File: config.mk
export PLATFORM = sky130hd
export DESIGN_NAME = fetch_ctrl
export DESIGN_NICKNAME = d
export VERILOG_FILES = /design/src/rtl/fetch_pkg.sv /design/src/rtl/pc_next_sel.sv /design/src/rtl/fetch_ctrl.sv
export SDC_FILE = /design/constraint.sdc
export NUM_CORES = 1
export LEC_CHECK = 0
export BUFFER_PORTS_ARGS = -buffer_cell sky130_fd_sc_hd__buf_4
export CAP_MARGIN = 20
export CORE_MARGIN = 2
export CORE_UTILIZATION = 41
export DETAILED_ROUTE_END_ITERATION = 12
export GPL_ROUTABILITY_DRIVEN = 0
export PLACE_DENSITY_LB_ADDON = 0.3
export SLEW_MARGIN = 30
export SYNTH_ARGS = -nofsm -noshare
export SYNTH_HDL_FRONTEND = slang
export SYNTH_SLANG_ARGS = --single-unit
File: constraint.sdc
create_clock -name clk -period 1.7 [get_ports clk]
set_input_delay 0.255 -clock clk [delete_from_list [all_inputs] [get_ports clk]]
set_output_delay 0.255 -clock clk [all_outputs]
set_load 0.005 [all_outputs]
File: src/rtl/fetch_pkg.sv
// rtl/fetch_pkg.sv - shared types and constants for the instruction-fetch sequencer
package fetch_pkg;

    typedef enum logic [1:0] {
        REQ  = 2'd0,
        WAIT = 2'd1,
        HOLD = 2'd2
    } fetch_state_e;

    localparam logic [31:0] PC_STEP_DEFAULT = 32'd4;
    localparam logic [31:0] NOP             = 32'h0000_0000;

endpackage

File: src/rtl/pc_next_sel.sv
// rtl/pc_next_sel.sv - priority mux for the pc register load value and enable
import fetch_pkg::*;

module pc_next_sel #(
    parameter logic [31:0] PC_STEP = PC_STEP_DEFAULT
) (
    input  logic        rst,
    input  logic [31:0] pc_q,
    input  logic        seq_en,
    input  logic        redirect_valid,
    input  logic [31:0] redirect_pc,
    input  logic        exc_valid,
    input  logic [31:0] exc_pc,
    output logic        pc_en,
    output logic [31:0] pc_next
);

    // Exception beats branch redirect beats sequential step; wraps modulo 2^32.
    always_comb begin
        pc_en   = 1'b0;
        pc_next = pc_q + PC_STEP;
        if (exc_valid) begin
            pc_next = exc_pc;
        end else if (redirect_valid) begin
            pc_next = redirect_pc;
        end
        if (!rst) begin
            pc_en = exc_valid | redirect_valid | seq_en;
        end
    end

endmodule

File: src/rtl/fetch_ctrl.sv
// rtl/fetch_ctrl.sv - IF-stage fetch sequencer (optional FETCH_ALIGN_CHECK_EN)
import fetch_pkg::*;

module fetch_ctrl #(
    parameter logic [31:0] PC_STEP = PC_STEP_DEFAULT
) (
    input  logic        clk,
    input  logic        rst,
    input  logic [31:0] pc_q,
    output logic        pc_en,
    output logic [31:0] pc_next,
    input  logic        stall_d,
    input  logic        redirect_valid,
    input  logic [31:0] redirect_pc,
    input  logic        exc_valid,
    input  logic [31:0] exc_pc,
    output logic        inst_req,
    output logic [31:0] inst_addr,
    input  logic        inst_addr_ok,
    input  logic        inst_data_ok,
    input  logic [31:0] inst_rdata,
    output logic        if_valid,
    output logic [31:0] if_inst,
`ifdef FETCH_ALIGN_CHECK_EN
    output logic        if_adel,
`endif
    output logic [31:0] if_pc
);

    fetch_state_e state;
    logic [31:0]  req_addr;
    logic         drop;
    logic         flush;
    logic         accept;
    logic         misaligned;

    assign flush = redirect_valid | exc_valid;

`ifdef FETCH_ALIGN_CHECK_EN
    assign misaligned = (pc_q[1:0] != 2'b00);
    assign inst_addr  = pc_q;
`else
    assign misaligned = 1'b0;
    assign inst_addr  = {pc_q[31:2], 2'b00};
`endif

    // A request is only offered in REQ for a fetchable address; the bridge acks only offered requests.
    always_comb begin
        inst_req = 1'b0;
        if (!rst && state == REQ && !misaligned) begin
            inst_req = 1'b1;
        end
    end

    assign accept = inst_req & inst_addr_ok;

    // An exception in HOLD flushes the presented instruction in the same cycle.
    assign if_valid = !rst && (state == HOLD) && !exc_valid;

    pc_next_sel #(
        .PC_STEP(PC_STEP)
    ) u_pc_next_sel (
        .rst           (rst),
        .pc_q          (pc_q),
        .seq_en        (accept),
        .redirect_valid(redirect_valid),
        .redirect_pc   (redirect_pc),
        .exc_valid     (exc_valid),
        .exc_pc        (exc_pc),
        .pc_en         (pc_en),
        .pc_next       (pc_next)
    );

    // Fetch FSM: issue, wait for response (squashing stale ones), then hold for decode.
    always_ff @(posedge clk) begin
        if (rst) begin
            state    <= REQ;
            req_addr <= 32'h0;
            drop     <= 1'b0;
            if_inst  <= NOP;
            if_pc    <= 32'h0;
`ifdef FETCH_ALIGN_CHECK_EN
            if_adel  <= 1'b0;
`endif
        end else begin
            case (state)
                REQ: begin
                    if (misaligned) begin
                        // A retarget this cycle wins; otherwise report the bad address to decode.
                        if (!flush) begin
                            state   <= HOLD;
                            if_inst <= NOP;
                            if_pc   <= pc_q;
`ifdef FETCH_ALIGN_CHECK_EN
                            if_adel <= 1'b1;
`endif
                        end
                    end else if (accept) begin
                        req_addr <= pc_q;
                        drop     <= flush;
                        state    <= WAIT;
                    end
                end
                WAIT: begin
                    if (inst_data_ok) begin
                        if (drop) begin
                            drop  <= 1'b0;
                            state <= REQ;
                        end else if (flush) begin
                            state <= REQ;
                        end else begin
                            if_inst <= inst_rdata;
                            if_pc   <= req_addr;
`ifdef FETCH_ALIGN_CHECK_EN
                            if_adel <= 1'b0;
`endif
                            state   <= HOLD;
                        end
                    end else if (flush) begin
                        drop <= 1'b1;
                    end
                end
                HOLD: begin
                    if (exc_valid || !stall_d) begin
                        state <= REQ;
                    end
                end
                default: begin
                    state <= REQ;
                end
            endcase
        end
    end

endmodule

==> metrics.md, run 1 <==
| Metric | Value |
|---|---|
| Die Y | 113.6 um |
| PortBufs | 263 |
| Die Footprint | 0.01289 mm2 |
| Worst path most repeated cell | buf_6 |
| Drt via density | 4.994 |
| Critical path's slowest cell | or3_4 |
| Antenna Violating Nets Remaining | 0 |
| Worst setup slack after layout | -0.1296 ns |
| Flops & latches, synth | 99 |
| Worst hold path class | primary input to register |
| Synthesized instance count | 653 |
| Root Buffer | clkbuf_16 |
| H-tree Lvls | 3 |
| Post-synth EDFFs | 0 |
| ANT cells | 0 |
| Post-Layout Cell Count | 1,073 |
| Critical path buffers and inverters | 3 |
| CTS tree | yes |
| Largest net degree at the start of global routing | 45 |
| Ys flop type | dfxtp_1 |
| Kind of cell adding the most delay to the critical path | simple AND/OR/NAND/NOR gates |
| Hold WS | 0.1297 ns |
| CTS clk-pin slew, worst paths | 0.07 ns |
| CTS sink cnt | 99 |
| Crit share post-route | 107.6% |
| Nets | 1,058 |
| IO Pins | 266 |
| Rows | 40 |
| Minimum clock period | 1.830 ns |
| Routed wire per std cell | 15.53 um |
| Post-route core utilization | 65.77% |
| PD cells | 689.5 mW/mm2 |
| # Max-Cap Violations | 0 |
| Clk_skew | 0.008375 ns |
| Post-route cell area | 0.007801 mm2 |
| Initial DRT Pass Iterations | 6 |
| Vias in the first global route | 5,030 |
| CP max stage delay | 0.42 ns |
| Syn Area/Cell | 7.536 um2 |
| Placement Cell Area | 0.007171 mm2 |
| Required time of the critical path | 1.44 ns |
| Failing checks | negative setup slack |
| Pwr Total | 5.379 mW |
| DRT Wirelength | 16,670 um |
| Starting density of the core | 41.49% |
| Total grt overflow | 0 |
| Hold-fix buffers, CTS | 0 |
| 1st-iter DRT viols | 403 |
| Mapped Area | 0.004921 mm2 |
| Setup crit start kind | primary input |
| Area grow syn2layout | 58.53% |
| Initial antenna violation count | 0 |
| RSZ-0062 raised after global routing | yes |
| Critical path, cell by cell | buf_6 -> nand4_1 -> buf_6 -> or3_4 -> nor3_4 -> xnor2_1 -> o21ai_1 -> buf_4 |
| Setup total negative slack | -0.7170 ns |
| Filler instances | 1,050 |
| Final Hold Fails | 0 |
| Final Slew Violations | 0 |
| DP HPWL | 12,330 um |
| Cts bufs inserted | 9 |
| Ys Warns | 0 |
| Tot GR Track Use | 24.83% |
| Status | finished with violations |
| Clock buffer depth | 2 |
| Post-synth ARST share | 0% |
| Critical path capture point type | output pin |
| Drt drc | 0 |
| Setup WS pre-CTS | -0.2508 ns |
| Max Clk Rate | 546.6 MHz |
| Total number of vias | 5,359 |
| Placed Instances | 1,049 |
| Final setup fails | 15 |
| Global-route wire length before repair | 25,430 um |
| Register area share after synthesis | 40.27% |
| Layout cells sized above 1 | 44.71% |
| P_leak | 3.357 nW |
| Clock latency on the worst-skew pair | 0.34 ns |
| Library cells used by synthesis | 47 |
| Critical path type | primary input to output pin |
| Critical Path AT | 1.57 ns |
| Core Area | 0.01186 mm2 |
| Width of the die | 113.6 um |
| VDD IR max | 0.0004322 V |
| Crit Path Max Fanout | 4 |
-- repair_timing --
action / in CTS / in global routing
endpoints found under the setup margin: 24 / 52
pin swaps: 27 / 27
endpoints found under the hold margin: 0 / 0
buffers inserted: 5 / 4
gates resized for setup: 60 / 23
-- cell usage in the layout (no fill, tap or decap), types with 3 or more instances in the layout --
cell and n:
clkbuf_16 9, xnor2_2 5, buf_8 3, nand2_1 194
mux2i_1 6, buf_6 18, clkinvlp_4 3, o22ai_1 5
xnor2_1 7, inv_1 3, nor3_2 3, xor2_1 14
buf_12 6, nor2_4 4, o21ai_0 38, nand4_1 15
o21ai_1 19, nor3_4 3, a22oi_1 13, buf_4 305
a21oi_2 13, nor2_1 6, nand2_2 20, nand3_1 6
and3_1 3, dfxtp_1 98, a21oi_1 62
-- final cells by class --
| cell class | instances | area [um2] | share of cell area, % |
|---|---|---|---|
| clock inverter | 5 | 40.04 | 0.5132 |
| sequential | 99 | 1983 | 25.42 |
| multi-input combinational | 475 | 2678 | 34.32 |
| tap | 147 | 183.9 | 2.358 |
| inverter | 5 | 20.02 | 0.2566 |
| timing repair buffer | 332 | 2658 | 34.07 |
| clock buffer | 10 | 239.0 | 3.063 |
-- flip-flops by register name, indices dropped and copies added, names as in the netlist --
register,cells
drop,1
if_inst,32
if_pc,32
req_addr,32
state,2
-- final timing paths --
path | start | to | slack, ns | cells after the start
worst min-delay path | pc_q[1] | req_addr[1] | 0.13 | 3
worst min register to register | req_addr[30] | if_pc[30] | 0.45 | 2
worst max-delay path | pc_q[10] | pc_next[22] | -0.13 | 8
worst max register to register | state[0] | if_pc[23] | 0.16 | 5
-- synthesized netlist by cell type, types with 12 or more instances --
cell type  instances  share of area, %
nand2_1          205                16
o21ai_0           55               5.6
buf_4             32               4.9
nand4_1           15               1.9
a21oi_1           65               6.6
dfxtp_1           99                40
a22oi_1           13               2.0
clkbuf_1          27               2.1
xor2_1            14               2.5
xnor2_1           12               2.1
-- layer usage --
| layer | wire [um] | vias up | GRT usage (%) |
|---|---|---|---|
| met5 | 0 | - | 0 |
| met4 | 280 | 0 | 7.805 |
| met3 | 1170 | 20 | 4.942 |
| met2 | 8230 | 233 | 41.92 |
| met1 | 6986 | 2410 | 32.07 |
| li1 | - | 2696 | - |
-- cell families after synthesis --
family / share of synthesized area, %
AOI/OAI and AO/OA: 18.41
xor gates and xnor gates: 4.628
adders and majority gates: 0.2542
buffers and inverters: 9.967
DFF: 40.27
muxes: 1.678
other: 0.07620
and+or+nand+nor: 24.71
-- worst min-delay path, cell delays in order --
cell     delay, ns
buf_4         0.09
nand2_1       0.04
o21ai_0       0.05
-- report_power, final --
| group | internal, mW | switching [mW] | leakage [nW] |
|---|---|---|---|
| clock | 1.03 | 0.855 | 0.127 |
| combinational | 0.589 | 0.468 | 2.43 |
| sequential | 2.39 | 0.0444 | 0.805 |
| total | 4.01 | 1.37 | 3.36 |
Power figures use the tool's default switching activity.
==> run 2: changes to the inputs <==
- CELL_PAD_IN_SITES_DETAIL_PLACEMENT: default -> 2
- CELL_PAD_IN_SITES_GLOBAL_PLACEMENT: default -> 2
- CORE_UTILIZATION: 41 -> 21
- SKIP_CTS_REPAIR_TIMING: default -> 1
==> metrics.md, run 2 (same netlist as run 1, synthesis figures left out) <==
| Metric | Value |
|---|---|
| IO Pins | 266 (unchanged) |
| PD cells | 688.9 mW/mm2 (about the same) |
| Routed wire per std cell | 16.96 um (+9.2%) |
| Kind of cell adding the most delay to the critical path | buffers and inverters |
| Die Footprint | 0.02467 mm2 (+91%) |
| Max Clk Rate | 531.3 MHz (-2.8%) |
| # Max-Cap Violations | 0 (unchanged) |
| P_leak | 3.455 nW (+2.9%) |
| Most frequent cells in the layout | 318 x buf_4, 194 x nand2_1, 98 x dfxtp_1 |
| 1st-iter DRT viols | 209 (-48%) |
| Nets | 1,075 (+1.6%) |
| Clock latency on the worst-skew pair | 0.35 ns (about the same) |
| Minimum clock period | 1.882 ns (+0.05254 ns) |
| Slew @ Worst Pin | 0.6283 ns |
| Hold WS | 0.1394 ns (+0.009700 ns) |
| Critical path, cell by cell | buf_8 -> buf_6 -> ha_4 -> buf_6 -> and3_4 -> nand3_2 -> xor2_1 -> o21ai_1 -> mux2_4 -> buf_6 |
| CP max stage delay | 0.27 ns (-0.15 ns) |
| Relative slew slack | 57.93% |
| Final Slew Violations | 0 (unchanged) |
| Area grow syn2layout | 67.61% |
| Logic pwr share | 19.7% (about the same) |
| Critical Path AT | 1.63 ns (+0.06 ns) |
| Total number of vias | 5,572 (+4.0%) |
| PortBufs | 263 (unchanged) |
| Setup crit start kind | primary input |
| RSZ-0062 raised after global routing | yes |
| CTS clk-pin slew, worst paths | 0.06 ns (about the same) |
| Die Y | 157.1 um (+38%) |
| Sw frac | 26.19% (+0.77 points) |
| CTS sink cnt | 99 (unchanged) |
| Drt drc | 0 (unchanged) |
| Antenna Violating Nets Remaining | 0 (unchanged) |
| Worst setup slack after layout | -0.1822 ns (-0.05254 ns) |
| DRT Wirelength | 21,420 um (+29%) |
| CTS tree | yes |
| Total grt overflow | 0 (unchanged) |
| Initial DRT Pass Iterations | 4 (-2) |
| VDD IR max | 0.0004582 V (+6.0%) |
| Status | finished with violations |
| Rows | 56 (+40%) |
| Final setup fails | 24 (+9) |
| Vias in the first global route | 5,709 (+13%) |
| Worst path most repeated cell | buf_6 |
| Setup WS pre-CTS | -0.3330 ns (-0.08222 ns) |
| Clock buffer depth | 2 (unchanged) |
| Tot GR Track Use | 16.71% (-8.1 points) |
| Largest net degree at the start of global routing | 41 (-8.9%) |
| Starting density of the core | 21.15% (-20 points) |
| Global-route wire length before repair | 31,910 um (+25%) |
| Largest regs | if_inst (32), if_pc (32), req_addr (32) |
| Required time of the critical path | 1.44 ns (about the same) |
| Critical path capture point type | output pin |
| Worst hold path class | primary input to register |
| Width of the die | 157.1 um (+38%) |
| Crit share post-route | 110.7% (+3.1 points) |
| Most common cell after layout, fill and taps aside | buf_4 |
| Internal | 4.194 mW (+4.5%) |
| Placement Cell Area | 0.007491 mm2 (+4.5%) |
| Clk_skew | 0.008694 ns (+0.0003195 ns) |
| ANT cells | 0 (unchanged) |
| Cts bufs inserted | 9 (unchanged) |
| Root Buffer | clkbuf_16 |
| Placed Instances | 1,233 (+18%) |
| DP HPWL | 16,430 um (+33%) |
| Sw Pwr | 1.488 mW (+8.8%) |
| Drt via density | 4.412 (-12%) |
| Critical path buffers and inverters | 4 (+1) |
| Initial antenna violation count | 0 (unchanged) |
| Failing checks | negative setup slack |
| Post-route cell area | 0.008248 mm2 (+5.7%) |
| H-tree Lvls | 3 (unchanged) |
| Layout cells sized above 1 | 46.40% (+1.7 points) |
| Final Hold Fails | 0 (unchanged) |
| Post-Layout Cell Count | 1,263 (+18%) |
| Core Area | 0.02326 mm2 (+96%) |
| Critical path's slowest cell | mux2_4 |
| Crit Path Max Fanout | 2 (-2) |
| Clock Power Share | 37.3% (+2.3 points) |
| Sequential share of power | 42.9% (-2.4 points) |
| Critical path type | primary input to output pin |
| Pwr Total | 5.682 mW (+5.6%) |
[run 2: power groups by stage]
stage | Clock [mW] | Combinational [mW] | Sequential [mW]
final | 2.12 | 1.12 | 2.44
after global routing | 2.30 | 1.23 | 2.45
after CTS | 2.21 | 1.05 | 2.44
after detailed placement | 0 | 1.05 | 2.49
after global placement | 0 | 1.03 | 2.49
after floorplan | 0 | 0.392 | 2.48
[run 2: area by class of cell]
cell class	count	area [um2]
fill	2734	15010
timing repair buffer	349	2809
multi-input combinational	475	2728
sequential	99	1986
tap	319	399.1
clock buffer	11	242.7
clock inverter	5	61.31
inverter	5	22.52
[run 2: worst paths after layout]
path	from	end	slack, ns	depth (start not counted)
setup / recovery	pc_q[2]	pc_next[8]	-0.18	10
hold / removal	pc_q[0]	req_addr[0]	0.14	3
setup reg to reg	state[0]	if_inst[10]	0.14	5
hold reg to reg	req_addr[12]	if_pc[12]	0.45	2
[run 2: through the flow]
stage                TNS [ns]  utilization [%]
detailed placement     -6.197            32.20
finish                 -2.945            35.46
floorplan           -0.002351                -
global placement       -5.744            32.19
global route           -5.737            35.46
CTS                    -6.558            33.51
[run 2: per-layer routing]
metal	part of all wire (%)	GRT usage [%]	wire length (um)	up-vias
met5	0	0	0	-
met3	6.5	4.157	1388	12
met2	47	27.44	10040	189
li1	-	-	-	2731
met1	46	21.86	9759	2640
met4	1.1	4.459	231	0
[run 2: worst min-delay path, stage by stage]
cell and delay [ns]:
buf_4 0.10, nand2_1 0.04, o21ai_0 0.05
